### src/rtl/early_dbc_multi.sv
// early_dbc_multi: N-channel early-detection switch debouncer.
// A shared prescaler produces a periodic tick.
// Each channel's 4-state FSM reports a press on the first active edge.
// It then ignores its input for a lockout of WAIT_TICKS ticks.
// Outputs: debounced level plus one-cycle rise/fall event pulses.
// Optional input synchronizer: define EARLY_DBC_SYNC_EN to add a 2-flop
// synchronizer per btn bit (adds 2 cycles of input latency).
module early_dbc_multi #(
  parameter int N          = 4,
  parameter int TICK_M     = 1_000_000,
  parameter int WAIT_TICKS = 3,
  parameter int EARLY      = 1
) (
  input  logic         clk,
  input  logic         reset_n,
  input  logic [N-1:0] btn,
  output logic [N-1:0] db,
  output logic [N-1:0] rise,
  output logic [N-1:0] fall,
  output logic         tick
);

  localparam int PW = (TICK_M > 1) ? $clog2(TICK_M) : 1;
  localparam int CW = (WAIT_TICKS > 1) ? $clog2(WAIT_TICKS) : 1;
  localparam logic [PW-1:0] P_LAST = PW'(TICK_M - 1);
  localparam logic [CW-1:0] C_LAST = CW'(WAIT_TICKS - 1);

  typedef enum logic [1:0] {
    ZERO  = 2'd0,
    WAIT1 = 2'd1,
    ONE   = 2'd2,
    WAIT0 = 2'd3
  } state_t;

  logic [PW-1:0] pcount;
  logic          tick_raw;
  logic [N-1:0]  b;

  state_t        state_reg  [N];
  state_t        state_next [N];
  logic [CW-1:0] cnt_reg    [N];
  logic [CW-1:0] cnt_next   [N];

  assign tick_raw = (pcount == P_LAST);
  assign tick     = reset_n & tick_raw;

  // Shared prescaler: counts 0..TICK_M-1 and wraps
  always_ff @(posedge clk) begin
    if (!reset_n) begin
      pcount <= '0;
    end else if (tick_raw) begin
      pcount <= '0;
    end else begin
      pcount <= pcount + PW'(1);
    end
  end

`ifdef EARLY_DBC_SYNC_EN
  logic [N-1:0] sync1;
  logic [N-1:0] sync2;

  // Two-flop synchronizer for asynchronous switch inputs
  always_ff @(posedge clk) begin
    if (!reset_n) begin
      sync1 <= '0;
      sync2 <= '0;
    end else begin
      sync1 <= btn;
      sync2 <= sync1;
    end
  end

  assign b = sync2;
`else
  assign b = btn;
`endif

  // Per-channel state and lockout counter registers
  always_ff @(posedge clk) begin
    for (int unsigned i = 0; i < N; i++) begin
      if (!reset_n) begin
        state_reg[i] <= ZERO;
        cnt_reg[i]   <= '0;
      end else begin
        state_reg[i] <= state_next[i];
        cnt_reg[i]   <= cnt_next[i];
      end
    end
  end

  // Per-channel next-state: lockout decision uses b only at the final tick
  always_comb begin
    for (int unsigned i = 0; i < N; i++) begin
      state_next[i] = state_reg[i];
      cnt_next[i]   = cnt_reg[i];
      case (state_reg[i])
        ZERO: begin
          if (b[i]) begin
            state_next[i] = WAIT1;
            cnt_next[i]   = '0;
          end
        end
        WAIT1, WAIT0: begin
          if (tick_raw) begin
            if (cnt_reg[i] == C_LAST) begin
              state_next[i] = b[i] ? ONE : ZERO;
            end else begin
              cnt_next[i] = cnt_reg[i] + CW'(1);
            end
          end
        end
        ONE: begin
          if (!b[i]) begin
            state_next[i] = WAIT0;
            cnt_next[i]   = '0;
          end
        end
        default: state_next[i] = ZERO;
      endcase
    end
  end

  // Level and event outputs, all forced low while reset is asserted
  always_comb begin
    db   = '0;
    rise = '0;
    fall = '0;
    if (reset_n) begin
      for (int unsigned i = 0; i < N; i++) begin
        case (state_reg[i])
          WAIT1, ONE: db[i] = 1'b1;
          WAIT0:      db[i] = 1'b0;
          default:    db[i] = (EARLY != 0) && b[i];
        endcase
        rise[i] = !(state_reg[i] inside {WAIT1, ONE}) &&  (state_next[i] inside {WAIT1, ONE});
        fall[i] =  (state_reg[i] inside {WAIT1, ONE}) && !(state_next[i] inside {WAIT1, ONE});
      end
    end
  end

endmodule

### config.mk
export PLATFORM = sky130hd
export DESIGN_NAME = early_dbc_multi
export DESIGN_NICKNAME = d
export VERILOG_FILES = /design/src/rtl/early_dbc_multi.sv
export SDC_FILE = /design/constraint.sdc
export NUM_CORES = 1
export LEC_CHECK = 0
export BUFFER_PORTS_ARGS = -buffer_cell sky130_fd_sc_hd__buf_2
export CORE_AREA = 2 2 91 93
export DETAILED_ROUTE_END_ITERATION = 12
export DIE_AREA = 0 0 93 95
export GPL_TIMING_DRIVEN = 0
export SYNTH_ARGS = -nofsm -noshare
export SYNTH_HDL_FRONTEND = slang
export SYNTH_SLANG_ARGS = --single-unit
### constraint.sdc
create_clock -name clk -period 3.6 [get_ports clk]
set_input_delay 0.72 -clock clk [delete_from_list [all_inputs] [get_ports clk]]
set_output_delay 0.72 -clock clk [all_outputs]
set_load 0.01 [all_outputs]
# Word-level counts from Yosys, hierarchy flattened
# Memories as Yosys holds them, arrays and structs flattened.
# Cells that the tools add are included.
[word_totals] n_memories=2 input_bits=6 ram_bits=16 regBits=20 wordCells=141 output_inout_bits=13
[classes] n_bitwise=10 n_eq_ne=25 n_addsub=5 mux=61 n_reduce_logical=37
[mem_list] name="cnt_reg" words=4 word_bits=2 rd=4 rd_clocked_by_memory_dff=0 wr=4 line_no="41" source="logic [CW-1:0] cnt_reg [N];"
[mem_list] name="state_reg" words=4 word_bits=2 rd=4 rd_clocked_by_memory_dff=0 wr=4 line_no="39" source="state_t state_reg [N];"
[op_table] cell="$mux W2" n=44
[op_table] cell="$pmux W2 S3" n=8
[op_table] cell="$eq A2 B2 Y1 const B" n=16
[op_table] cell="$add A20 B1 Y20 const B" n=1
[op_table] cell="$eq A20 B20 Y1 const B" n=1
[op_table] cell="$reduce_or A2 Y1" n=9
[op_table] cell="$eq A2 B1 Y1 const B" n=8
[op_table] cell="$reduce_bool A2 Y1" n=8
[op_table] cell="$mux W4" n=3
[op_table] cell="$add A2 B1 Y2 const B" n=4
[op_table] cell="$logic_and A1 B1 Y1" n=8
[op_table] cell="$logic_not A1 Y1" n=8
[op_table] cell="$logic_not A2 Y1" n=4
[op_table] cell="$or A1 B1 Y1" n=8
[op_table] cell="$pmux W1 S2" n=4
[op_table] cell="$mux W1" n=2
[op_table] cell="$and A1 B1 Y1" n=1
[op_table] cell="$not A1 Y1" n=1

# Longest topological paths before layout
[logic_depth] depth_word=9 depth_mapped=9

# Worst setup path after synthesis
# Ideal clock, no wire load.
[synth_path] path_kind="input -> output" from="input port btn[0]" to="output port rise[0]" setup_slack_ps=698 arrival_time_ps=2182 n_path_buf=1 path_stages=6 t_required_ps=2880 cell_sequence="buf_2 or3b_1 a31oi_2 nor3_1 a22o_1 nor4_1"
[synth_between] elab_chain_cells=8
[synth_rtl] element="from (decl)" line_no="16" source="input logic [N-1:0] btn,"
[synth_rtl] element="$mux W2" line_no="106" source="state_next[i] = b[i] ? ONE : ZERO;"
[synth_rtl] element="$mux W2" line_no="105" source="if (cnt_reg[i] == C_LAST) begin"
[synth_rtl] element="$mux W2" line_no="104" source="if (tick_raw) begin"
[synth_rtl] element="$pmux W2 S3 *" line_no="96" source="case (state_reg[i])"
[synth_rtl] element="$eq A2 B1 Y1 or $eq A2 B2 Y1 (tied branches)" line_no="135" source="rise[i] = !(state_reg[i] inside {WAIT1, ONE}) && (state_next[i] inside {WAIT1, ONE});"
[synth_rtl] element="$reduce_bool A2 Y1 *" line_no="135"
[synth_rtl] element="$logic_and A1 B1 Y1 *" line_no="135"
[synth_rtl] element="$mux W4 *" line_no="128" source="if (reset_n) begin"
[synth_rtl] element="to (decl)" line_no="18" source="output logic [N-1:0] rise,"
# Mark *: on every way between the ends. The rest lies on a longest branch, timed or not.

==> impl_metrics.yaml <==
critical_path:
  critPathArrivalTime_ps: 2650
  end_kind: "output pin"
  crit_fanout: 10
  path_cells: "clkbuf_1, inv_1, ha_1, clkbuf_1, nor4_1, a311oi_1, a221oi_1, o311a_1, buf_2"
  cp.required_ps: 2880
  critPathKind: "reg2out"
  crit_top_cell: "clkbuf_1"
  crit_family: "buffers and inverters"
  slowest_stage: "dfxtp_1"
  slowest_delay_ps: 360
  cp_num_buf_inv: 4
  start_kind: "register"
grt:
  grt_max_degree: 13
  grt_pass1_vias: 2612
  gr-usage-all-layers_pct: 16.9
  grt_pass1_wl_mm: 12.2
  grt_antenna_before_repair: 0
  grt-ovfl-total: 0
logic_synthesis:
  syn_area_sq_mm: 0.00304
  ys_seq_elements: 36
  yosys.area.top_type: "dfxtp_1"
  syn_inst: 393
  ys_seq_area_share_pct: 23.7
  synth_top_area_share_pct: 23.7
  yosys-top-cells-area: "dfxtp_1 (24%), ha_1 (8.6%), nand2_1 (5.3%)"
  synth_most_common_cell: "nand2_1"
  synth_cell_types: 54
  synth_top_cells_by_count: "nand2_1 (43), dfxtp_1 (36), nor2_1 (35)"
  syn-num-nets: 420
  ys_dominant_reg_cell: "dfxtp_1"
  async_flop_share_pct: 0
  yosysWarningCount: 0
  synth_edf_count: 0
  syn_area_per_cell_sq_um: 7.73
timing:
  fin_worst_skew_ps: 6.26
  fmax_ghz: 0.296
  rsz0062_at_grt: "no"
  max_slew_margin_pct: 59.3
  worstMarginPinSlew_ps: 610
  setup_viol: 0
  fin_crit_sh_pct: 93.7
  finalSetupTns_ps: 0
  maxSlewViolCount: 0
  period_needed_ps: 3370
  final_hold_viol_count: 0
  fin_ws_ps: 226
power_and_ir_drop:
  p_leak_nw: 1.31
  pwr_density_cell_mw_per_mm2: 297
  peakVddDrop_uv: 266
  p_total_uw: 999
placement:
  routabilityCongestion: 0.895
  hpwlAfterDp_mm: 5.13
  pre_cts_ws_ps: 552
  port_buffers: 16
drt:
  routedWlPerCell_microns: 13.8
  drc: 0
  dr.pass1.iters: 5
  drt_iter0_drc: 137
  ant_nets: 0
  detail_route.vias_per_cell: 5.51
  drt-total-wl_mm: 7.20
  num_vias: 2878
die:
  io_pins: 19
  rows: 33
  coreArea_sq_mm: 0.00793
  die_area_sq_mm: 0.00884
  initial_utilization_pct: 38.3
  die_h_microns: 95
  die_w_microns: 93
layout:
  layout-drive-gt1-share_pct: 14.9
  syn_to_final_growth_pct: 10.6
  multi_input_area_sq_mm: 0.00207
  largest_reg_flops: 20
  antenna_cells: 0
  seqCellArea_sq_um: 721
  fillerInstances: 827
  nets: 443
min_path:
  hold_path_class: "reg2reg"
status:
  status: "finished clean"
clock_tree:
  insertion_delay_ps: 290
  cts_tree: "done"
  htreeDepth: 2
  cts.clk_slew.worst_paths_ps: 70
  clock_path_buffers: 2
  cts.sinks: 36
  cts_made_buffers: 5
  cts-root-buf: "clkbuf_8"
  cts_setup_buffers: 0
  hold_buffers: 0
  cts_resized: 0
flow_run:
  cap_violations: 0
==> logic make-up after synthesis <==
| kind of cell | after synthesis | synth area share (%) |
|---|---|---|
| buffers and inverters | 43 | 8.03 |
| adder cells (fa/ha/maj) | 21 | 8.65 |
| multiplexers | 11 | 3.75 |
| AND/OR/NAND/NOR | 187 | 33.2 |
| AO/OA/AOI/OAI | 74 | 16.6 |
| flip-flops | 36 | 23.7 |
| XOR/XNOR | 21 | 6.05 |
==> worst reg2reg max path: cells and delay by family, from the launching register on <==
kind	cells	cell delay [ps]
adders and majority gates	1	240
buffers and inverters	3	530
DFF	1	370
and+or+nand+nor	5	870
==> layout by cell type, fill, tap and decap left out, types with 6 or more instances in the layout <==
cell type | Yosys | routed
a21oi_1 | 15 | 15
a31oi_1 | 8 | 8
and3_1 | 7 | 7
buf_2 | 4 | 20
buf_6 | 6 | 6
clkbuf_1 | 13 | 13
dfxtp_1 | 36 | 36
ha_1 | 21 | 21
inv_1 | 18 | 18
mux2i_1 | 8 | 8
nand2_1 | 43 | 43
nand2b_1 | 9 | 9
nand3_1 | 18 | 18
nand4_1 | 13 | 13
nor2_1 | 35 | 35
nor2b_1 | 9 | 9
nor3_1 | 15 | 15
nor4_1 | 9 | 9
o21ai_0 | 16 | 16
or2_2 | 6 | 6
xnor2_1 | 13 | 13
xor2_1 | 8 | 8
==> final cells by class <==
class	count	area share (%)
tap	105	3.91
timing repair buffer	16	2.38
sequential	36	21.4
multi-input combinational	314	61.7
clock inverter	3	1.27
inverter	18	2.01
clock buffer	5	2.05
buffer	25	5.25
==> through the flow <==
| stage | instances | area (sq um) | util (%) | hold WS [ps] |
|---|---|---|---|---|
| global placement | 514 | 3250 | 41.0 | 444 |
| CTS | 522 | 3360 | 42.4 | 472 |
| detailed placement | 514 | 3250 | 41.0 | 454 |
| global route | 522 | 3360 | 42.4 | 495 |
| floorplan | 393 | 3040 | - | 426 |
| finish | 522 | 3360 | 42.4 | 465 |
==> layer usage <==
| layer | GRT usage, % | share of wire [%] | vias up |
|---|---|---|---|
| met3 | 2.23 | 3.5 | 6 |
| met5 | 0 | 0 | - |
| met4 | 4.29 | 0.78 | 0 |
| met1 | 22.7 | 49 | 1348 |
| li1 | - | - | 1463 |
| met2 | 28.9 | 47 | 61 |
==> worst paths after layout <==
kind,startpoint,to,slack (ps),cells after the start
hold reg to reg,pcount[0],pcount[0],460,1
setup / recovery,state_reg[1][0],rise[2],230,9
hold / removal,pcount[0],pcount[0],460,1
setup reg to reg,pcount[0],pcount[18],1480,9
==> where the power goes <==
group          switching, mW  internal, mW
clock                  0.157         0.205
combinational          0.133        0.0869
sequential            0.0103         0.407
Power figures use the tool's default switching activity.
